==> config.mk <==
export PLATFORM = sky130hd
export DESIGN_NAME = audio_speed_ctrl
export DESIGN_NICKNAME = d
export VERILOG_FILES = /design/src/rtl/audio_speed_pkg.sv /design/src/rtl/edge_detect.sv /design/src/rtl/audio_speed_ctrl.sv
export SDC_FILE = /design/constraint.sdc
export NUM_CORES = 1
export LEC_CHECK = 0
export CORE_ASPECT_RATIO = 1.1
export CORE_MARGIN = 1.5
export CORE_UTILIZATION = 35
export CTS_CLUSTER_DIAMETER = 30
export DETAILED_ROUTE_END_ITERATION = 10
export PLACE_DENSITY_LB_ADDON = 0.15
export SYNTH_ARGS = -nofsm -noshare
export SYNTH_HDL_FRONTEND = slang
export SYNTH_SLANG_ARGS = --single-unit
==> constraint.sdc <==
create_clock -name clk -period 5.3 [get_ports clk]
set_input_delay 0.53 -clock clk [delete_from_list [all_inputs] [get_ports clk]]
set_output_delay 0.53 -clock clk [all_outputs]
set_load 0.02 [all_outputs]
==> src/rtl/audio_speed_pkg.sv <==
// Shared divider constants and the resolved per-cycle speed command for the audio speed control.
// Also used by the sample fetch logic.
package audio_speed_pkg;

  localparam int unsigned AUDIO_DIV_WIDTH   = 32;
  localparam int unsigned AUDIO_DIV_DEFAULT = 1136;
  localparam int unsigned AUDIO_DIV_MIN     = 568;
  localparam int unsigned AUDIO_DIV_MAX     = 2272;
  localparam int unsigned AUDIO_DIV_STEP    = 64;

  typedef enum logic [1:0] {
    CMD_NONE,
    CMD_UP,
    CMD_DOWN,
    CMD_RESET
  } speed_cmd_t;

endpackage

==> src/rtl/edge_detect.sv <==
// Rising-edge detector for one synchronised button level.
// With AUTO_REPEAT_EN defined it also re-fires every REPEAT_CYCLES while rpt_en_i stays high.
module edge_detect #(
  parameter int unsigned REPEAT_CYCLES = 12500000
) (
  input  logic clk,
  input  logic reset,
  input  logic level_i,
  input  logic rpt_en_i,
  output logic event_o
);

  logic prev_q, prev_d;
  logic rise;

  assign prev_d = level_i;
  assign rise   = level_i & ~prev_q;

  always_ff @(posedge clk) begin
    if (reset) begin
      prev_q <= 1'b0;
    end else begin
      prev_q <= prev_d;
    end
  end

`ifdef AUTO_REPEAT_EN
  localparam int unsigned HoldW = $clog2(REPEAT_CYCLES + 2);
  localparam logic [HoldW-1:0] HoldMax = HoldW'(REPEAT_CYCLES);

  logic [HoldW-1:0] hold_q, hold_d;
  logic             repeat_hit;

  assign repeat_hit = rpt_en_i & (hold_q == HoldMax);

  // hold_q counts cycles since the last event; any loss of rpt_en_i clears it.
  always_comb begin
    hold_d = '0;
    if (rpt_en_i) begin
      hold_d = (rise | repeat_hit) ? HoldW'(1) : hold_q + HoldW'(1);
    end
  end

  always_ff @(posedge clk) begin
    if (reset) begin
      hold_q <= '0;
    end else begin
      hold_q <= hold_d;
    end
  end

  assign event_o = rise | repeat_hit;
`else
  logic unused_rpt;
  assign unused_rpt = rpt_en_i ^ (REPEAT_CYCLES == 32'd0);
  assign event_o    = rise;
`endif

endmodule

==> src/rtl/audio_speed_ctrl.sv <==
// Button-driven saturating audio clock divider plus the sample-rate strobe derived from it.
// Optional hold-to-repeat on up/down buttons is enabled by defining AUTO_REPEAT_EN.
module audio_speed_ctrl
  import audio_speed_pkg::*;
#(
  parameter int unsigned WIDTH         = AUDIO_DIV_WIDTH,
  parameter int unsigned DIV_DEFAULT   = AUDIO_DIV_DEFAULT,
  parameter int unsigned DIV_MIN       = AUDIO_DIV_MIN,
  parameter int unsigned DIV_MAX       = AUDIO_DIV_MAX,
  parameter int unsigned STEP          = AUDIO_DIV_STEP,
  parameter int unsigned REPEAT_CYCLES = 12500000
) (
  input  logic             clk,
  input  logic             reset,
  input  logic             speedUp,
  input  logic             speedDown,
  input  logic             speedReset,
  output logic [WIDTH-1:0] outputClkDiv,
  output logic             sampleTick,
  output logic             atMin,
  output logic             atMax
);

  localparam logic [WIDTH-1:0] DivDefault = WIDTH'(DIV_DEFAULT);
  localparam logic [WIDTH-1:0] DivMin     = WIDTH'(DIV_MIN);
  localparam logic [WIDTH-1:0] DivMax     = WIDTH'(DIV_MAX);
  localparam logic [WIDTH:0]   StepExt    = (WIDTH + 1)'(STEP);
  localparam logic [WIDTH:0]   DivMinExt  = (WIDTH + 1)'(DIV_MIN);
  localparam logic [WIDTH:0]   DivMaxExt  = (WIDTH + 1)'(DIV_MAX);

  logic up_evt, down_evt, rst_evt;
  logic up_rpt_en, down_rpt_en;

  // Repeat only while exactly one direction is held and no speed reset is firing.
  assign up_rpt_en   = speedUp & ~speedDown & ~rst_evt;
  assign down_rpt_en = speedDown & ~speedUp & ~rst_evt;

  edge_detect #(.REPEAT_CYCLES(REPEAT_CYCLES)) u_up (
    .clk      (clk),
    .reset    (reset),
    .level_i  (speedUp),
    .rpt_en_i (up_rpt_en),
    .event_o  (up_evt)
  );

  edge_detect #(.REPEAT_CYCLES(REPEAT_CYCLES)) u_down (
    .clk      (clk),
    .reset    (reset),
    .level_i  (speedDown),
    .rpt_en_i (down_rpt_en),
    .event_o  (down_evt)
  );

  edge_detect #(.REPEAT_CYCLES(REPEAT_CYCLES)) u_rst (
    .clk      (clk),
    .reset    (reset),
    .level_i  (speedReset),
    .rpt_en_i (1'b0),
    .event_o  (rst_evt)
  );

  speed_cmd_t       cmd;
  logic [WIDTH-1:0] div_q, div_d;
  logic [WIDTH:0]   div_up, div_dn;
  logic             at_min_q, at_min_d, at_max_q, at_max_d;
  logic [WIDTH-1:0] cnt_q, cnt_d, active_q, active_d;
  logic             wrap;

  always_comb begin
    cmd = CMD_NONE;
    if (rst_evt) begin
      cmd = CMD_RESET;
    end else if (up_evt && !down_evt) begin
      cmd = CMD_UP;
    end else if (down_evt && !up_evt) begin
      cmd = CMD_DOWN;
    end
  end

  // One extra bit makes underflow visible in the MSB and keeps overflow from wrapping.
  always_comb begin
    div_up = {1'b0, div_q} - StepExt;
    div_dn = {1'b0, div_q} + StepExt;
    div_d  = div_q;
    unique case (cmd)
      CMD_RESET: div_d = DivDefault;
      CMD_UP:    div_d = (div_up[WIDTH] || (div_up < DivMinExt)) ? DivMin : div_up[WIDTH-1:0];
      CMD_DOWN:  div_d = (div_dn > DivMaxExt) ? DivMax : div_dn[WIDTH-1:0];
      default:   div_d = div_q;
    endcase
    at_min_d = (div_d == DivMin);
    at_max_d = (div_d == DivMax);
  end

  // The active period is latched only at wrap, so mid-period changes apply next period.
  always_comb begin
    wrap     = (cnt_q == active_q - WIDTH'(1));
    cnt_d    = wrap ? '0 : cnt_q + WIDTH'(1);
    active_d = wrap ? div_q : active_q;
  end

  always_ff @(posedge clk) begin
    if (reset) begin
      div_q    <= DivDefault;
      at_min_q <= (DIV_DEFAULT == DIV_MIN);
      at_max_q <= (DIV_DEFAULT == DIV_MAX);
      cnt_q    <= '0;
      active_q <= DivDefault;
    end else begin
      div_q    <= div_d;
      at_min_q <= at_min_d;
      at_max_q <= at_max_d;
      cnt_q    <= cnt_d;
      active_q <= active_d;
    end
  end

  assign outputClkDiv = div_q;
  assign atMin        = at_min_q;
  assign atMax        = at_max_q;
  assign sampleTick   = wrap & ~reset;

endmodule

Word level (Yosys, flattened, before mapping). Cells that the tools add are included.

Flip-flop bits (word level): 101. Input port bits: 5. Output and inout bits: 35. Word-level logic and storage cells: 40.

Add/subtract/negate cells: 4. Magnitude comparators: 2. Equal/unequal tests: 6. Mux-type cells: 6. Bitwise logic cells: 8. Reductions and logical operators: 6.

Operators by type and width (number): one-hot mux 32 bit (3 select lines) (1); two-way mux 32 bit (2); adder 32 x 7 -> 33 bit, second input constant (1); greater-than comparator 33 x 12 -> 1 bit, second input constant (1); less-than comparator 33 x 10 -> 1 bit, second input constant (1); subtractor 32 x 7 -> 33 bit, second input constant (1); adder 32 x 1 -> 32 bit, second input constant (1); == test 32 x 10 -> 1 bit, second input constant (1); == test 32 x 12 -> 1 bit, second input constant (1); == test 32 bit (1); subtractor 32 x 1 -> 32 bit, second input constant (1); two-way mux 2 bit (3); AND 1 bit (4); == test 2 bit, second input constant (2); inverter 1 bit (4); == test 2 x 1 -> 1 bit, second input constant (1); logical AND 1 bit (2); zero test 1 bit (2); OR reduction 2 bit (1); logical OR 1 bit (1).

Logic depth before layout (Yosys ltp). Gate-level depths: netlist of run 1.

Depth after elaboration: 10. Mapped depth: 16. Mapped depth without buffers: 11.

Modules after synthesis. Synthesis of run 1 repeated with hierarchy kept, for this count alone.

Cell total of the unflattened synthesis: 908. Area total of the unflattened synthesis: 7023.0 µm².

Modules (own cells, without submodules): audio_speed_ctrl (instances 1, cells an instance 899, area an instance 6880.3 µm², sequential area each 1961.9 µm²); edge_detect (instances 3, cells an instance 3, area an instance 47.5 µm², sequential area each 20.0 µm²).

Least setup slack after synthesis of run 1. OpenSTA, ideal clock, no wires.

Path kind: register to output. Start point: register active_q[0]. End point: output sampleTick. Arrival time: 3.836 ns. Required time: 4.770 ns. Slack: 0.934 ns. Stages on the path, launching flop included: 15. Path buffers: 4. Path through: dfxtp_1 > inv_1 > ha_1 > or4b_2 > clkbuf_1 > nor3_1 > xnor2_1 > nand4_1 > or4_1 > or4_1 > a2111o_1 > buf_6 > buf_6 > buf_6 > nor2_1.

Word-level cells in the longest chain between the ends: 3.

RTL lines: start, declared (RTL line audio_speed_ctrl.sv:66) `logic [WIDTH-1:0] cnt_q, cnt_d, active_q, active_d;`; start signal, assigned (RTL line audio_speed_ctrl.sv:108) `active_q <= DivDefault;`; start signal, assigned (RTL line audio_speed_ctrl.sv:114) `active_q <= active_d;`; subtractor 32 x 1 -> 32 bit (RTL line audio_speed_ctrl.sv:97) `wrap = (cnt_q == active_q - WIDTH'(1));`; == test 32 bit (RTL line audio_speed_ctrl.sv:97); AND 1 bit (RTL line audio_speed_ctrl.sv:121) `assign sampleTick = wrap & ~reset;`; end, declared (RTL line audio_speed_ctrl.sv:19) `output logic sampleTick,`.

Every way passes these cells.

Worst setup path after layout of run 1. Ends and elaborated chain as after synthesis.

==> impl_metrics.yaml, run 1 <==
status:
  status: "complete, no violations"
power:
  ir_worst_vdd_mv: 0.179
  p_leak_nw: 2.86
  power_density_nw_per_um2: 219
routing:
  drt_pass1_iterations: 6
  drt-total-wl_mm: 20.8
  ant_nets: 0
  drtIter0Drc: 425
  num_vias: 6553
  via_per_inst: 5.73
  routedWlPerCell_um: 18.2
  drc: 0
finish:
  nNetsFinal: 900
  utilization_pct: 40.1
  fillers: 2029
  drive_above_1_share_pct: 5.69
  final_area_um2: 7660
  register_area_um2: 2020
  syn2layout_area_growth_pct: 12.6
  antennaDiodeCount: 0
  multi_input_area_um2: 4460
logic_synthesis:
  synth_top_area_share_pct: 29.7
  synth_area_um2: 6800
  synthAdderAreaFrac_pct: 0.736
  synthFlopType: "dfxtp_1"
  synth_fp_nets: 895
  async_reset_ff_share_pct: 0
  synth_compound_area_share_pct: 14.2
  netlist.top_cell.by_area: "dfxtp_1"
  synth_warnings: 0
  synthSimpleGateAreaFrac_pct: 34.7
  synth_edf_count: 0
  synth_top_family_by_area: "simple AND/OR/NAND/NOR gates"
  synth_xor_area_share_pct: 10.6
  avgSynthCellArea_um2: 7.68
  synth_cells: 886
  ys_seq_area_share_pct: 29.7
  muxShareOfSynthArea_pct: 5.30
  synth_common_cells: "142 x nor2_1, 101 x dfxtp_1, 57 x clkbuf_1"
  ys_types: 72
  yosysMostFrequentCell: "nor2_1"
  synth_seq_cells: 101
  synthTopCellsByArea: "dfxtp_1 30%, nor2_1 7.8%, xnor2_1 5.7%"
global_routing:
  grt_pass1_wl_mm: 33.6
  busiest_layer: "met2"
  antenna_found_initial: 0
  met1_usage_pct: 27.1
  grt_pass1_vias: 6305
  grt_max_degree: 36
  grtUsageMet2_pct: 34.8
  grt_usage_pct: 21.0
  grtUsageMet3_pct: 3.53
  gr-total-overflow: 0
flow_run:
  drv_cap: 0
timing:
  slew_headroom_pct: 30.4
  finalHoldViolCount: 0
  finalSetupViolCount: 0
  tightest_slew_ns: 1.04
  min_period_over_period_pct: 95.0
  fmax_ghz: 0.199
  tns_ns: 0
  finalMaxSlewViolations: 0
  fin_crit_ns: 5.04
  rsz0062_at_grt: "no"
  setup_ws_ns: 0.264
  fin_skew_ns: 0.00409
critical_path:
  crit_chain: "inv_1 -> ha_1 -> or4b_2 -> nor3_1 -> xnor2_1 -> nand4_1 -> or4_1 -> or4_1 -> a2111o_2 -> nor2_1 -> clkdlybuf4s50_1"
  cp_slowest_stage_delay_ns: 0.72
  criticalPathCategory: "reg2out"
  cp_common_cell: "or4_1"
  r2r_start: "outputClkDiv[6]"
  r2r_slack_ns: 0.81
  crit_path_end_kind: "primary output"
  r2r-end: "atMax"
  rr_worst_depth: 11
  cp_slowest_cell: "or4b_2"
  cp-start-kind: "flop"
  cp_data_arrival_time_ns: 4.51
  crit_path_max_fanout: 7
  crit_required_ns: 4.77
place:
  io_buffers: 39
  dpl_cell_area_um2: 7370
  dp_hpwl_mm: 14.7
  place_congestion: 0.928
  dp_slack_ns: 0.605
cts:
  post_cts_resize_count: 0
  clkLatencyLatePin_ns: 0.36
  clock_sinks: 101
  cts_buffers: 9
  clockBufferDepth: 2
  clkTransAtPathRegs_ns: 0.07
  cts_hold_buf: 0
  htree_levels: 3
  clockRootBuffer: "clkbuf_16"
  cts_setup_buffers: 0
  cts_tree: "built"
floorplan:
  die_w_um: 136
  die_y_um: 149
  boundaryPins: 40
  start_util_pct: 35.6
  design.die.area_um2: 20300
  design.core.area_um2: 19100
  num_rows: 53
hold_path:
  hold_class: "reg2reg"
  hold_depth: 1
  holdPathEnd: "cnt_q[0]"
  min_from: "cnt_q[0]"
-- state kept, by name (all words and copies together), names as in the netlist --
signal / cells
atMax: 1
active_q: 32
outputClkDiv: 32
u_up.prev_q: 1
u_down.prev_q: 1
cnt_q: 32
atMin: 1
u_rst.prev_q: 1
-- area by class of cell --
type                       count  share of cell area [%]
clock inverter                 2                   0.212
timing repair buffer          61                    7.19
multi-input combinational    710                    58.2
clock buffer                  14                    3.58
inverter                       8                   0.392
sequential                   101                    26.4
tap                          247                    4.03
-- layer usage --
layer | vias to the layer above | wire, µm
li1 | 3238 | -
met5 | - | 0
met4 | 0 | 668
met2 | 163 | 9870
met1 | 3101 | 9450
met3 | 51 | 768
-- power breakdown --
group	total, mW	switching [mW]	internal [mW]
Sequential	0.775	0.00925	0.766
Combinational	0.240	0.157	0.0830
Clock	0.665	0.306	0.359
Total	1.68	0.471	1.21
-- cells in the final DEF (no fill, tap or decap), drive strengths merged, types with 14 or more instances in the layout --
cell	n
nor2	142
dfxtp	101
nand2	53
nor3	46
xnor2	44
xor2	38
clkdlybuf4s50	38
mux2i	36
a21oi	30
nor4	29
o21ai	28
nand4	26
nand3	26
buf	23
or4	16
or3	15
nand2b	15
clkbuf	14
-- cells by family (layout without fill, tap and decap cells) --
logic type,after synthesis,count (layout)
XOR/XNOR,82,82
AND/OR/NAND/NOR,447,447
multiplexers,36,36
adder cells (fa/ha/maj),4,4
buffers and inverters,75,85
flip-flops,101,101
AO/OA/AOI/OAI,141,141
-- critical path, delay by kind of cell (launching register included) --
family / cells / cell delay, ns
AND/OR/NAND/NOR: 6 / 2.28
buffers and inverters: 2 / 0.69
AO/OA/AOI/OAI: 1 / 0.49
flip-flops: 1 / 0.36
adder cells (fa/ha/maj): 1 / 0.19
XOR/XNOR: 1 / 0.14
-- per-stage QoR --
stage | hold slack, ns | instances | power, mW
after floorplan | 0.449 | 886 | 0.952
after global placement | 0.476 | 1127 | 1.03
after detailed placement | 0.488 | 1127 | 1.03
after CTS | 0.504 | 1143 | 1.70
after global routing | 0.524 | 1143 | 1.76
final | 0.497 | 1143 | 1.68
-- worst max-delay path by stage --
stage / start / to / slack (ns) / depth (start not counted)
finish: active_q[0] / sampleTick / 0.26 / 11
global route: active_q[0] / sampleTick / 0.01 / 11
CTS: active_q[0] / sampleTick / 0.21 / 11
detailed placement: active_q[0] / sampleTick / 0.61 / 11
global placement: active_q[0] / sampleTick / 0.65 / 11
floorplan: active_q[0] / sampleTick / 0.93 / 14
Note: power is estimated with default switching activity, not from simulation.
==> run 2: changes to the inputs <==
--- a/config.mk
+++ b/config.mk
@@ -8,7 +8,7 @@
 export CORE_ASPECT_RATIO = 1.1
 export CORE_MARGIN = 1.5
 export CORE_UTILIZATION = 35
-export CTS_CLUSTER_DIAMETER = 30
+export CTS_CLUSTER_DIAMETER = 120
 export DETAILED_ROUTE_END_ITERATION = 10
 export PLACE_DENSITY_LB_ADDON = 0.15
 export SYNTH_ARGS = -nofsm -noshare
==> results of run 2 <==
Final layout, timing and power as in run 1 (identical DEF).
==> run 3: changes to the inputs <==
--- a/config.mk
+++ b/config.mk
@@ -9,7 +9,9 @@
 export CORE_MARGIN = 1.5
 export CORE_UTILIZATION = 35
 export CTS_CLUSTER_DIAMETER = 120
+export CTS_CLUSTER_SIZE = 40
 export DETAILED_ROUTE_END_ITERATION = 10
+export GPL_TIMING_DRIVEN = 0
 export PLACE_DENSITY_LB_ADDON = 0.15
 export SYNTH_ARGS = -nofsm -noshare
 export SYNTH_HDL_FRONTEND = slang
==> run 3 against run 2 <==
Effect of this change:
- via count increased by 3.1%
- count of clock-buffer cells in the layout down 1
- combinational power up 2%
- register-to-register slack got worse by 0.42 ns
- clock skew up 0.0099 ns
- highest routed layer unchanged
- worst setup slack got worse by 0.059 ns
- largest power group unchanged
- final area rose by 2.4%
==> impl_metrics.yaml, run 3 (synthesis gave the netlist of run 1 again) <==
finish:
  register_area_um2: 2020
  final_area_um2: 7840
  fillers: 2020
  final_cell_mix: "142 x nor2_1, 101 x dfxtp_1, 55 x clkbuf_1"
  syn2layout_area_growth_pct: 15.3
  multi_input_area_um2: 4480
  layout_commonest_cell: "nor2_1"
  drive_above_1_share_pct: 4.48
  nNetsFinal: 942
  antennaDiodeCount: 0
  utilization_pct: 41.1
critical_path:
  crit_path_end_kind: "primary output"
  crit_path_max_fanout: 10
  cp_data_arrival_time_ns: 4.57
  cp-start-kind: "flop"
  criticalPathCategory: "reg2out"
  crit_required_ns: 4.77
cts:
  clock_sinks: 101
  clkLatencyLatePin_ns: 0.36
  cts_hold_buf: 0
  clockRootBuffer: "clkbuf_16"
  cts_buffers: 9
  htree_levels: 3
  cts_tree: "built"
  clockBufferDepth: 2
  clkTransAtPathRegs_ns: 0.07
routing:
  num_vias: 6755
  topRoutingLayerUsed: "met4"
  ant_nets: 0
  drt_pass1_iterations: 5
  route.met3.wl_mm: 1.12
  drt-total-wl_mm: 21.6
  drc: 0
  met2_length_mm: 10.1
  drtIter0Drc: 535
  wl_met1_mm: 9.31
  routedWlPerCell_um: 18.3
  via_per_inst: 5.70
timing:
  fin_skew_ns: 0.0140
  rsz0062_at_grt: "no"
  slew_headroom_pct: 26.3
  fin_crit_ns: 5.10
  tns_ns: 0
  tightest_slew_ns: 1.10
  finalMaxSlewViolations: 0
  fmax_ghz: 0.196
  hold_ws_ns: 0.507
  min_period_over_period_pct: 96.1
  finalSetupViolCount: 0
  finalHoldViolCount: 0
floorplan:
  die_w_um: 136
  boundaryPins: 40
  design.die.area_um2: 20300
  design.core.area_um2: 19100
  start_util_pct: 35.6
  die_y_um: 149
  num_rows: 53
flow_run:
  drv_cap: 0
power:
  power_density_nw_per_um2: 225
  total_power_mw: 1.77
  ir_worst_vdd_mv: 0.166
  p_leak_nw: 2.88
place:
  dpl_cell_area_um2: 7500
  dp_hpwl_mm: 16.5
  place_congestion: 0.914
  io_buffers: 39
global_routing:
  grt_pass1_wl_mm: 34.1
  grt_pass1_vias: 6152
  antenna_found_initial: 0
  grt_usage_pct: 21.8
  gr-total-overflow: 0
  grt_max_degree: 16
hold_path:
  hold_class: "reg2reg"
status:
  status: "complete, no violations"
run 3: cell count changes in the layout (fill, tap and decap cells not counted), moves of 2 or more:
cell	change
buf_2	+3
clkbuf_1	+53
buf_6	+5
nor4_2	+2
buf_4	-22
bufinv_16	+2
nor4_1	-2
run 3: worst paths after layout:
path / startpoint / to / slack (ns) / depth (start not counted)
worst min-delay path: cnt_q[0] / cnt_q[0] / 0.51 / 1
worst max register to register: outputClkDiv[6] / atMin / 0.39 / 13
worst max-delay path: active_q[0] / sampleTick / 0.20 / 14
worst min register to register: cnt_q[0] / cnt_q[0] / 0.51 / 1
run 3: area by class of cell:
type / count / share of cell area (%)
Multi-Input combinational cell: 710 / 57.1
Sequential cell: 101 / 25.8
Timing Repair Buffer: 39 / 4.99
Tap cell: 247 / 3.94
Buffer: 64 / 3.62
Clock buffer: 13 / 3.32
Clock inverter: 3 / 0.862
Inverter: 8 / 0.383
run 3: per-layer routing:
layer  vias up  GRT usage [%]
li1       3315              -
met3        61           2.72
met5         -              0
met1      3115           28.0
met4         0           12.4
met2       264           35.2
run 3: worst max-delay path, cell delays in order, from the launching register on:
cell and delay (ns):
dfxtp_1 0.35, inv_1 0.07, ha_1 0.22, or4b_2 0.75
nor3_2 0.18, xnor2_1 0.14, nand4_1 0.10, or4_1 0.56
or4_1 0.55, a2111o_1 0.43, buf_6 0.16, buf_6 0.16
buf_6 0.16, nor2_1 0.09, clkdlybuf4s15_2 0.27
run 3: metrics by stage:
stage	instances	setup WS, ns
2_1_floorplan	886	0.934
3_3_place_gp	1172	-0.113
3_5_place_dp	1172	-0.158
4_1_cts	1187	0.0197
5_1_grt	1185	0.0222
6_report	1185	0.205
run 3: repair_timing:
item	in CTS	in global routing
resized for setup	5	3
setup endpoints to repair	11	13
setup buffers	0	0
run 3: where the power goes:
| group | switching [mW] | internal (mW) | total (mW) |
|---|---|---|---|
| clock network | 0.308 | 0.441 | 0.749 |
| logic | 0.164 | 0.0794 | 0.244 |
| registers | 0.00941 | 0.766 | 0.776 |
